**src/rtl/alu_pkg.sv**
```systemverilog
// Shared ALU definitions: operation codes and flag bit positions.
// Used by the alu, the shift_sequencer and the execution unit.
package alu_pkg;

  localparam int ALU_OP_W   = 5;
  localparam int ALU_FLAG_W = 6;

  // ALU operation codes; shift/rotate codes form a contiguous block
  typedef enum logic [ALU_OP_W-1:0] {
    ALUOP_ADD  = 5'd0,
    ALUOP_OR   = 5'd1,
    ALUOP_AND  = 5'd4,
    ALUOP_SUB  = 5'd5,
    ALUOP_XOR  = 5'd6,
    ALUOP_ROL  = 5'd8,
    ALUOP_ROR  = 5'd9,
    ALUOP_ROLC = 5'd10,
    ALUOP_RORC = 5'd11,
    ALUOP_SHL  = 5'd12,
    ALUOP_SHR  = 5'd13,
    ALUOP_SHLA = 5'd14,
    ALUOP_SHRA = 5'd15
  } AluOp;

  // Bit positions inside the 6-bit flags vector
  typedef enum logic [2:0] {
    ALU_FLAG_CY = 3'd0,
    ALU_FLAG_PY = 3'd1,
    ALU_FLAG_AC = 3'd2,
    ALU_FLAG_ZR = 3'd3,
    ALU_FLAG_SN = 3'd4,
    ALU_FLAG_OV = 3'd5
  } AluFlags;

endpackage

```
**src/rtl/shift_sequencer_pkg.sv**
```systemverilog
// Sequencer-local helpers: counter width and request decoding.
// Build option: define SHIFT_COUNT_MASK_EN to use only count[4:0]
// (V30MZ behaviour, 5-bit counter); otherwise the full 8-bit count is used.
package shift_sequencer_pkg;
  import alu_pkg::*;

`ifdef SHIFT_COUNT_MASK_EN
  localparam int CNT_W = 5;
`else
  localparam int CNT_W = 8;
`endif

  // Effective iteration count for a raw count operand
  function automatic logic [CNT_W-1:0] effCount(input logic [7:0] count);
    return count[CNT_W-1:0];
  endfunction

  // True for opcodes the sequencer iterates on
  function automatic logic isShiftOp(input logic [ALU_OP_W-1:0] op);
    case (op)
      ALUOP_ROL, ALUOP_ROR, ALUOP_ROLC, ALUOP_RORC,
      ALUOP_SHL, ALUOP_SHR, ALUOP_SHLA, ALUOP_SHRA: return 1'b1;
      default: return 1'b0;
    endcase
  endfunction

endpackage

```
**src/rtl/shift_sequencer_if.sv**
```systemverilog
// Request/response and shared-ALU signals of the shift sequencer.
// slave: the sequencer's view; master: the parent (execution unit) view.
interface shift_sequencer_if;
  import alu_pkg::*;

  logic                  start;
  logic [ALU_OP_W-1:0]   op;
  logic                  size;
  logic [15:0]           operand;
  logic [7:0]            count;
  logic [ALU_FLAG_W-1:0] flags_in;
  logic                  busy;
  logic                  done;
  logic [15:0]           result;
  logic [ALU_FLAG_W-1:0] flags_out;
  logic [ALU_OP_W-1:0]   alu_op;
  logic                  alu_size;
  logic [15:0]           alu_a;
  logic [15:0]           alu_b;
  logic                  alu_cin;
  logic [15:0]           alu_r;
  logic [ALU_FLAG_W-1:0] alu_flags;

  modport slave (
    input  start, op, size, operand, count, flags_in, alu_r, alu_flags,
    output busy, done, result, flags_out, alu_op, alu_size, alu_a, alu_b, alu_cin
  );

  modport master (
    output start, op, size, operand, count, flags_in, alu_r, alu_flags,
    input  busy, done, result, flags_out, alu_op, alu_size, alu_a, alu_b, alu_cin
  );

endinterface

```
**src/rtl/shift_sequencer.sv**
```systemverilog
// Multi-cycle shift/rotate controller: steps the shared ALU one bit per cycle
// for the requested count and returns the result with a one-cycle done pulse.
// Build option SHIFT_COUNT_MASK_EN (see shift_sequencer_pkg) masks the count to 5 bits.
module shift_sequencer
  import alu_pkg::*;
  import shift_sequencer_pkg::*;
(
  input  logic              clk,
  input  logic              reset,
  shift_sequencer_if.slave  bus
);

  typedef enum logic [1:0] {
    IDLE = 2'd0,
    RUN  = 2'd1,
    DONE = 2'd2
  } SeqState;

  SeqState               state_q;
  logic [ALU_OP_W-1:0]   op_q;
  logic                  size_q;
  logic [15:0]           acc_q;
  logic [ALU_FLAG_W-1:0] flg_q;
  logic [CNT_W-1:0]      cnt_q;
  logic                  busy_q;
  logic                  done_q;
  logic [CNT_W-1:0]      cntLoad_d;
  logic                  runActive;

  assign cntLoad_d = effCount(bus.count);
  assign runActive = (state_q == RUN);

  // Control FSM: accept a request, iterate the ALU, then present the result
  always_ff @(posedge clk) begin
    if (reset) begin
      state_q <= IDLE;
      op_q    <= '0;
      size_q  <= 1'b0;
      acc_q   <= '0;
      flg_q   <= '0;
      cnt_q   <= '0;
      busy_q  <= 1'b0;
      done_q  <= 1'b0;
    end else begin
      done_q <= 1'b0;
      case (state_q)
        IDLE: begin
          if (bus.start) begin
            op_q   <= bus.op;
            size_q <= bus.size;
            acc_q  <= bus.operand;
            flg_q  <= bus.flags_in;
            cnt_q  <= cntLoad_d;
            busy_q <= 1'b1;
            if ((cntLoad_d == '0) || !isShiftOp(bus.op)) begin
              state_q <= DONE;
              done_q  <= 1'b1;
            end else begin
              state_q <= RUN;
            end
          end
        end
        RUN: begin
          acc_q <= bus.alu_r;
          flg_q <= bus.alu_flags;
          cnt_q <= cnt_q - 1'b1;
          if (cnt_q == CNT_W'(1)) begin
            state_q <= DONE;
            done_q  <= 1'b1;
          end
        end
        DONE: begin
          state_q <= IDLE;
          busy_q  <= 1'b0;
        end
        default: begin
          state_q <= IDLE;
          busy_q  <= 1'b0;
        end
      endcase
    end
  end

  assign bus.busy      = busy_q;
  assign bus.done      = done_q;
  assign bus.result    = acc_q;
  assign bus.flags_out = flg_q;

  assign bus.alu_op   = runActive ? op_q : '0;
  assign bus.alu_size = runActive & size_q;
  assign bus.alu_a    = runActive ? acc_q : 16'd0;
  assign bus.alu_b    = runActive ? 16'd1 : 16'd0;
  assign bus.alu_cin  = runActive & flg_q[ALU_FLAG_CY];

endmodule

```
**src/flat_wrapper.sv**
```systemverilog
// flat-port wrapper written by rule: the top's interface ports become plain ports
module shift_sequencer_flat import alu_pkg::*; import shift_sequencer_pkg::*;
  (clk, reset, bus_start, bus_op, bus_size, bus_operand, bus_count, bus_flags_in, bus_alu_r, bus_alu_flags, bus_busy, bus_done, bus_result, bus_flags_out, bus_alu_op, bus_alu_size, bus_alu_a, bus_alu_b, bus_alu_cin);
  shift_sequencer_if bus_i ();
  input  logic clk;
  input  logic reset;
  input wire logic [$bits(bus_i.start)-1:0] bus_start;
  input wire logic [$bits(bus_i.op)-1:0] bus_op;
  input wire logic [$bits(bus_i.size)-1:0] bus_size;
  input wire logic [$bits(bus_i.operand)-1:0] bus_operand;
  input wire logic [$bits(bus_i.count)-1:0] bus_count;
  input wire logic [$bits(bus_i.flags_in)-1:0] bus_flags_in;
  input wire logic [$bits(bus_i.alu_r)-1:0] bus_alu_r;
  input wire logic [$bits(bus_i.alu_flags)-1:0] bus_alu_flags;
  output wire logic [$bits(bus_i.busy)-1:0] bus_busy;
  output wire logic [$bits(bus_i.done)-1:0] bus_done;
  output wire logic [$bits(bus_i.result)-1:0] bus_result;
  output wire logic [$bits(bus_i.flags_out)-1:0] bus_flags_out;
  output wire logic [$bits(bus_i.alu_op)-1:0] bus_alu_op;
  output wire logic [$bits(bus_i.alu_size)-1:0] bus_alu_size;
  output wire logic [$bits(bus_i.alu_a)-1:0] bus_alu_a;
  output wire logic [$bits(bus_i.alu_b)-1:0] bus_alu_b;
  output wire logic [$bits(bus_i.alu_cin)-1:0] bus_alu_cin;
  assign bus_i.start = bus_start;
  assign bus_i.op = bus_op;
  assign bus_i.size = bus_size;
  assign bus_i.operand = bus_operand;
  assign bus_i.count = bus_count;
  assign bus_i.flags_in = bus_flags_in;
  assign bus_i.alu_r = bus_alu_r;
  assign bus_i.alu_flags = bus_alu_flags;
  assign bus_busy = bus_i.busy;
  assign bus_done = bus_i.done;
  assign bus_result = bus_i.result;
  assign bus_flags_out = bus_i.flags_out;
  assign bus_alu_op = bus_i.alu_op;
  assign bus_alu_size = bus_i.alu_size;
  assign bus_alu_a = bus_i.alu_a;
  assign bus_alu_b = bus_i.alu_b;
  assign bus_alu_cin = bus_i.alu_cin;
  shift_sequencer u_core (.clk(clk), .reset(reset), .bus(bus_i));
endmodule
```
**config.mk**
```make
export PLATFORM = sky130hd
export DESIGN_NAME = shift_sequencer_flat
export DESIGN_NICKNAME = d
export VERILOG_FILES = /design/src/rtl/alu_pkg.sv /design/src/rtl/shift_sequencer_pkg.sv /design/src/rtl/shift_sequencer_if.sv /design/src/rtl/shift_sequencer.sv /design/src/flat_wrapper.sv
export SDC_FILE = /design/constraint.sdc
export NUM_CORES = 1
export LEC_CHECK = 0
export ABC_AREA = 0
export CAP_MARGIN = 20
export CELL_PAD_IN_SITES_DETAIL_PLACEMENT = 1
export CELL_PAD_IN_SITES_GLOBAL_PLACEMENT = 1
export CORE_MARGIN = 8
export CORE_UTILIZATION = 29
export CTS_CLUSTER_SIZE = 8
export DETAILED_ROUTE_END_ITERATION = 16
export PLACE_DENSITY_LB_ADDON = 0.15
export SLEW_MARGIN = 20
export SYNTH_ARGS = -nofsm -noshare
export SYNTH_HDL_FRONTEND = slang
export SYNTH_SLANG_ARGS = --single-unit
```
**constraint.sdc**
```tcl
create_clock -name clk -period 2.8 [get_ports clk]
set_input_delay 0.56 -clock clk [delete_from_list [all_inputs] [get_ports clk]]
set_output_delay 0.56 -clock clk [all_outputs]
set_load 0.02 [all_outputs]
```
==> impl_metrics.json, run 1 <==
{
  "crit_family": "buffers and inverters",
  "crit_fanout": 51,
  "startpoint": "u_core.state_q[1]$_SDFFE_PP0P_",
  "clock_latency_ns": 0.29,
  "relSlewSlack_pct": 63.27,
  "r2r_end": "u_core.cnt_q[0]$_SDFFE_PP0P_",
  "status": "complete, no violations",
  "critical_path.cell_chain": "nand2b_1 > inv_4 > and2_1 > clkdlybuf4s50_1",
  "crit_buf_inv": 2,
  "port_buffers": 108,
  "synth_warnings": 0,
  "grt_first_pass_wirelength_um": 12120,
  "p_leak_nw": 1.282,
  "grt_pass1_vias": 2394,
  "syn_to_final_growth_pct": 50.42,
  "synth_top_family_by_area": "simple AND/OR/NAND/NOR gates",
  "finalHoldViolCount": 0,
  "finalWorstSetupSlack_ns": 0.2564,
  "critPathCaptureType": "primary output",
  "drt_pass1_iterations": 4,
  "fin_nets": 440,
  "final_cell_mix": "clkdlybuf4s50_1, nand2_1, dfxtp_1, nor2_1, a311oi_1",
  "ios": 124,
  "synth_area_mm2": 0.002248,
  "synthSimpleGateAreaFrac_pct": 29.38,
  "coreArea_mm2": 0.007607,
  "overflow": 0,
  "fin_util_pct": 44.46,
  "arrival_ns": 1.98,
  "avgSynthCellArea_um2": 8.001,
  "syn_inst": 281,
  "ant_nets": 0,
  "grt_use_total_pct": 13.60,
  "fin_setup_tns_ns": 0,
  "num_vias": 2287,
  "dp_hpwl_um": 5736,
  "worst_path_largest_cell_delay_ns": 0.61,
  "synthMuxAreaShare_pct": 1.336,
  "ys_types": 42,
  "report.final.slew_viol_count": 0,
  "wirelength_um": 7514,
  "cp_slowest_cell": "clkdlybuf4s50_1",
  "holdBufCountCts": 0,
  "grt_max_degree": 52,
  "crit_end": "bus_alu_size",
  "ff2ff_path_depth": 5,
  "clock_skew_ns": 0.005207,
  "rows": 32,
  "cts_buffers": 5,
  "vias_per_cell": 4.765,
  "rsz0062_at_grt": "false",
  "fp.dieArea_mm2": 0.01083,
  "n_antenna_cell": 0,
  "setup_viol": 0,
  "die_h_um": 104.1,
  "drive_gt1_share_pct": 5.026,
  "period_needed_ns": 2.544,
  "startpoint_type": "register",
  "wire_per_inst_um": 15.65,
  "clock_sinks": 40,
  "total_power_w": 0.001523,
  "period_share_pct": 90.84,
  "cts_resized": 0,
  "synthAdderAreaFrac_pct": 1.113,
  "worst_pin_slew_ns": 0.5497,
  "htreeDepth": 2,
  "cap_viol_max_count": 0,
  "cts-root-buf": "clkbuf_8",
  "n_fill_cell": 927,
  "powerDensity_mw_per_mm2": 450.4,
  "drt_iter0_drc": 43,
  "peakVddDrop_mv": 0.1796,
  "dp_slack_ns": 0.4929,
  "die_w_um": 104.1,
  "start_util_pct": 29.56,
  "cts_setup_buffers": 0,
  "cp_data_required_time_ns": 2.24,
  "synth_xor_area_share_pct": 0,
  "path_clk_slew_ns": 0.08,
  "path_class": "reg -> out",
  "synth_seq_cells": 40,
  "antenna_found_initial": 0,
  "r2r_slack_ns": 1.14,
  "route.detailed.drc": 0,
  "worstReg2RegStart": "u_core.state_q[1]$_SDFFE_PP0P_",
  "max_freq_ghz": 0.3931,
  "cts_tree": "done",
  "path_depth": 4,
  "synth_compound_area_share_pct": 18.75,
  "gp_congestion": 0.7309,
  "final_common_cell": "clkdlybuf4s50_1",
  "seq_area_frac_synth_pct": 35.61,
  "clockBufferDepth": 2,
  "min_path_type": "reg -> reg"
}
==> report_power, final <==
group,switching (W),leakage (nW),internal (W)
Combinational,0.000229,0.900,0.000223
Clock,0.000209,0.0510,0.000197
Sequential,0.0000420,0.331,0.000622
Total,0.000481,1.28,0.00104
==> per-stage QoR <==
stage | std cells | hold WS (ns) | instance area (um^2)
after floorplan | 295 | 0.4317 | 2301
after global placement | 472 | 0.4409 | 3289
after detailed placement | 472 | 0.4492 | 3289
after CTS | 480 | 0.4608 | 3382
after global routing | 480 | 0.4808 | 3382
final | 480 | 0.4577 | 3382
==> registers in the layout, summed over array words and instances (netlist names) <==
| name | flops |
|---|---|
| u_core.bus.flags_out | 6 |
| u_core.bus.busy | 1 |
| u_core.op_q | 5 |
| u_core.bus.done | 1 |
| u_core.state_q | 2 |
| u_core.size_q | 1 |
| u_core.cnt_q | 8 |
| u_core.bus.result | 16 |
==> layout make-up <==
type / count / area (um^2) / area share (%)
Multi-Input combinational cell: 209 / 1194 / 35.29
Timing Repair Buffer: 114 / 1139 / 33.67
Sequential cell: 40 / 800.8 / 23.68
Tap cell: 102 / 127.6 / 3.774
Clock buffer: 6 / 82.58 / 2.442
Inverter: 7 / 28.78 / 0.8509
Clock inverter: 2 / 10.01 / 0.2960
==> worst min-delay path by stage <==
stage	from	to	slack (ns)	cells after the start
after floorplan	u_core.op_q[0]$_SDFFE_PP0P_	u_core.op_q[0]$_SDFFE_PP0P_	0.43	2
after global placement	u_core.op_q[1]$_SDFFE_PP0P_	u_core.op_q[1]$_SDFFE_PP0P_	0.44	2
after detailed placement	u_core.op_q[3]$_SDFFE_PP0P_	u_core.op_q[3]$_SDFFE_PP0P_	0.45	2
after CTS	u_core.op_q[3]$_SDFFE_PP0P_	u_core.op_q[3]$_SDFFE_PP0P_	0.46	2
after global routing	u_core.op_q[3]$_SDFFE_PP0P_	u_core.op_q[3]$_SDFFE_PP0P_	0.48	2
final	u_core.op_q[3]$_SDFFE_PP0P_	u_core.op_q[3]$_SDFFE_PP0P_	0.46	2
==> cells by family (layout without fill, tap and decap cells) <==
| logic type | Yosys count | after routing |
|---|---|---|
| compound gates | 52 | 52 |
| fa+ha+maj | 2 | 2 |
| buf+inv | 46 | 129 |
| flops | 40 | 40 |
| mux | 3 | 3 |
| other cells | 1 | 15 |
| simple gates | 137 | 137 |
==> layer usage <==
metal / vias to the layer above / wire length, um / global-route usage [%]
met1: 1075 / 3148 / 14.85
met3: 9 / 468 / 4.771
met5: - / 0 / 0
met2: 67 / 3758 / 23.69
li1: 1136 / - / -
met4: 0 / 138 / 4.964
==> cells in the mapped netlist (all sizes together) <==
| cell | count | share of area, % |
|---|---|---|
| a2111o | 2 | 1.0 |
| a211oi | 1 | 0.33 |
| a21oi | 10 | 2.2 |
| a221oi | 1 | 0.67 |
| a311oi | 24 | 9.3 |
| a31oi | 1 | 0.28 |
| a32o | 1 | 0.45 |
| and2 | 23 | 6.4 |
| buf | 34 | 12 |
| clkbuf | 5 | 0.83 |
| conb | 1 | 0.17 |
| dfxtp | 40 | 36 |
| ha | 2 | 1.1 |
| inv | 7 | 1.3 |
| mux2i | 3 | 1.3 |
| nand2 | 61 | 10 |
| nand2b | 6 | 1.7 |
| nand3b | 1 | 0.33 |
| nand4 | 3 | 0.83 |
| nand4bb | 1 | 0.50 |
| nor2 | 28 | 4.7 |
| nor2b | 2 | 0.56 |
| nor3 | 2 | 0.45 |
| nor3b | 3 | 1.2 |
| nor4 | 3 | 1.1 |
| o211ai | 4 | 1.3 |
| o21a | 1 | 0.33 |
| o21ba | 1 | 0.45 |
| o221ai | 1 | 0.39 |
| o311a | 1 | 0.45 |
| o311ai | 1 | 0.39 |
| o31ai | 1 | 0.33 |
| o32ai | 2 | 0.78 |
| or3 | 1 | 0.28 |
| or3b | 1 | 0.39 |
| or4 | 1 | 0.33 |
| or4b | 1 | 0.45 |
==> worst reg2reg max path: stages, from the launching register on <==
cell and delay (ns):
dfxtp_1 0.31, buf_4 0.17, o21ba_2 0.48, buf_12 0.25, a211oi_1 0.11, a311oi_1 0.24
Note: power is estimated with default switching activity, not from simulation.
==> inputs of run 2 (changes only) <==
- GPL_ROUTABILITY_DRIVEN: not set -> 0
==> results of run 2 <==
The final DEF is identical to that of run 1; final timing and power are the same.
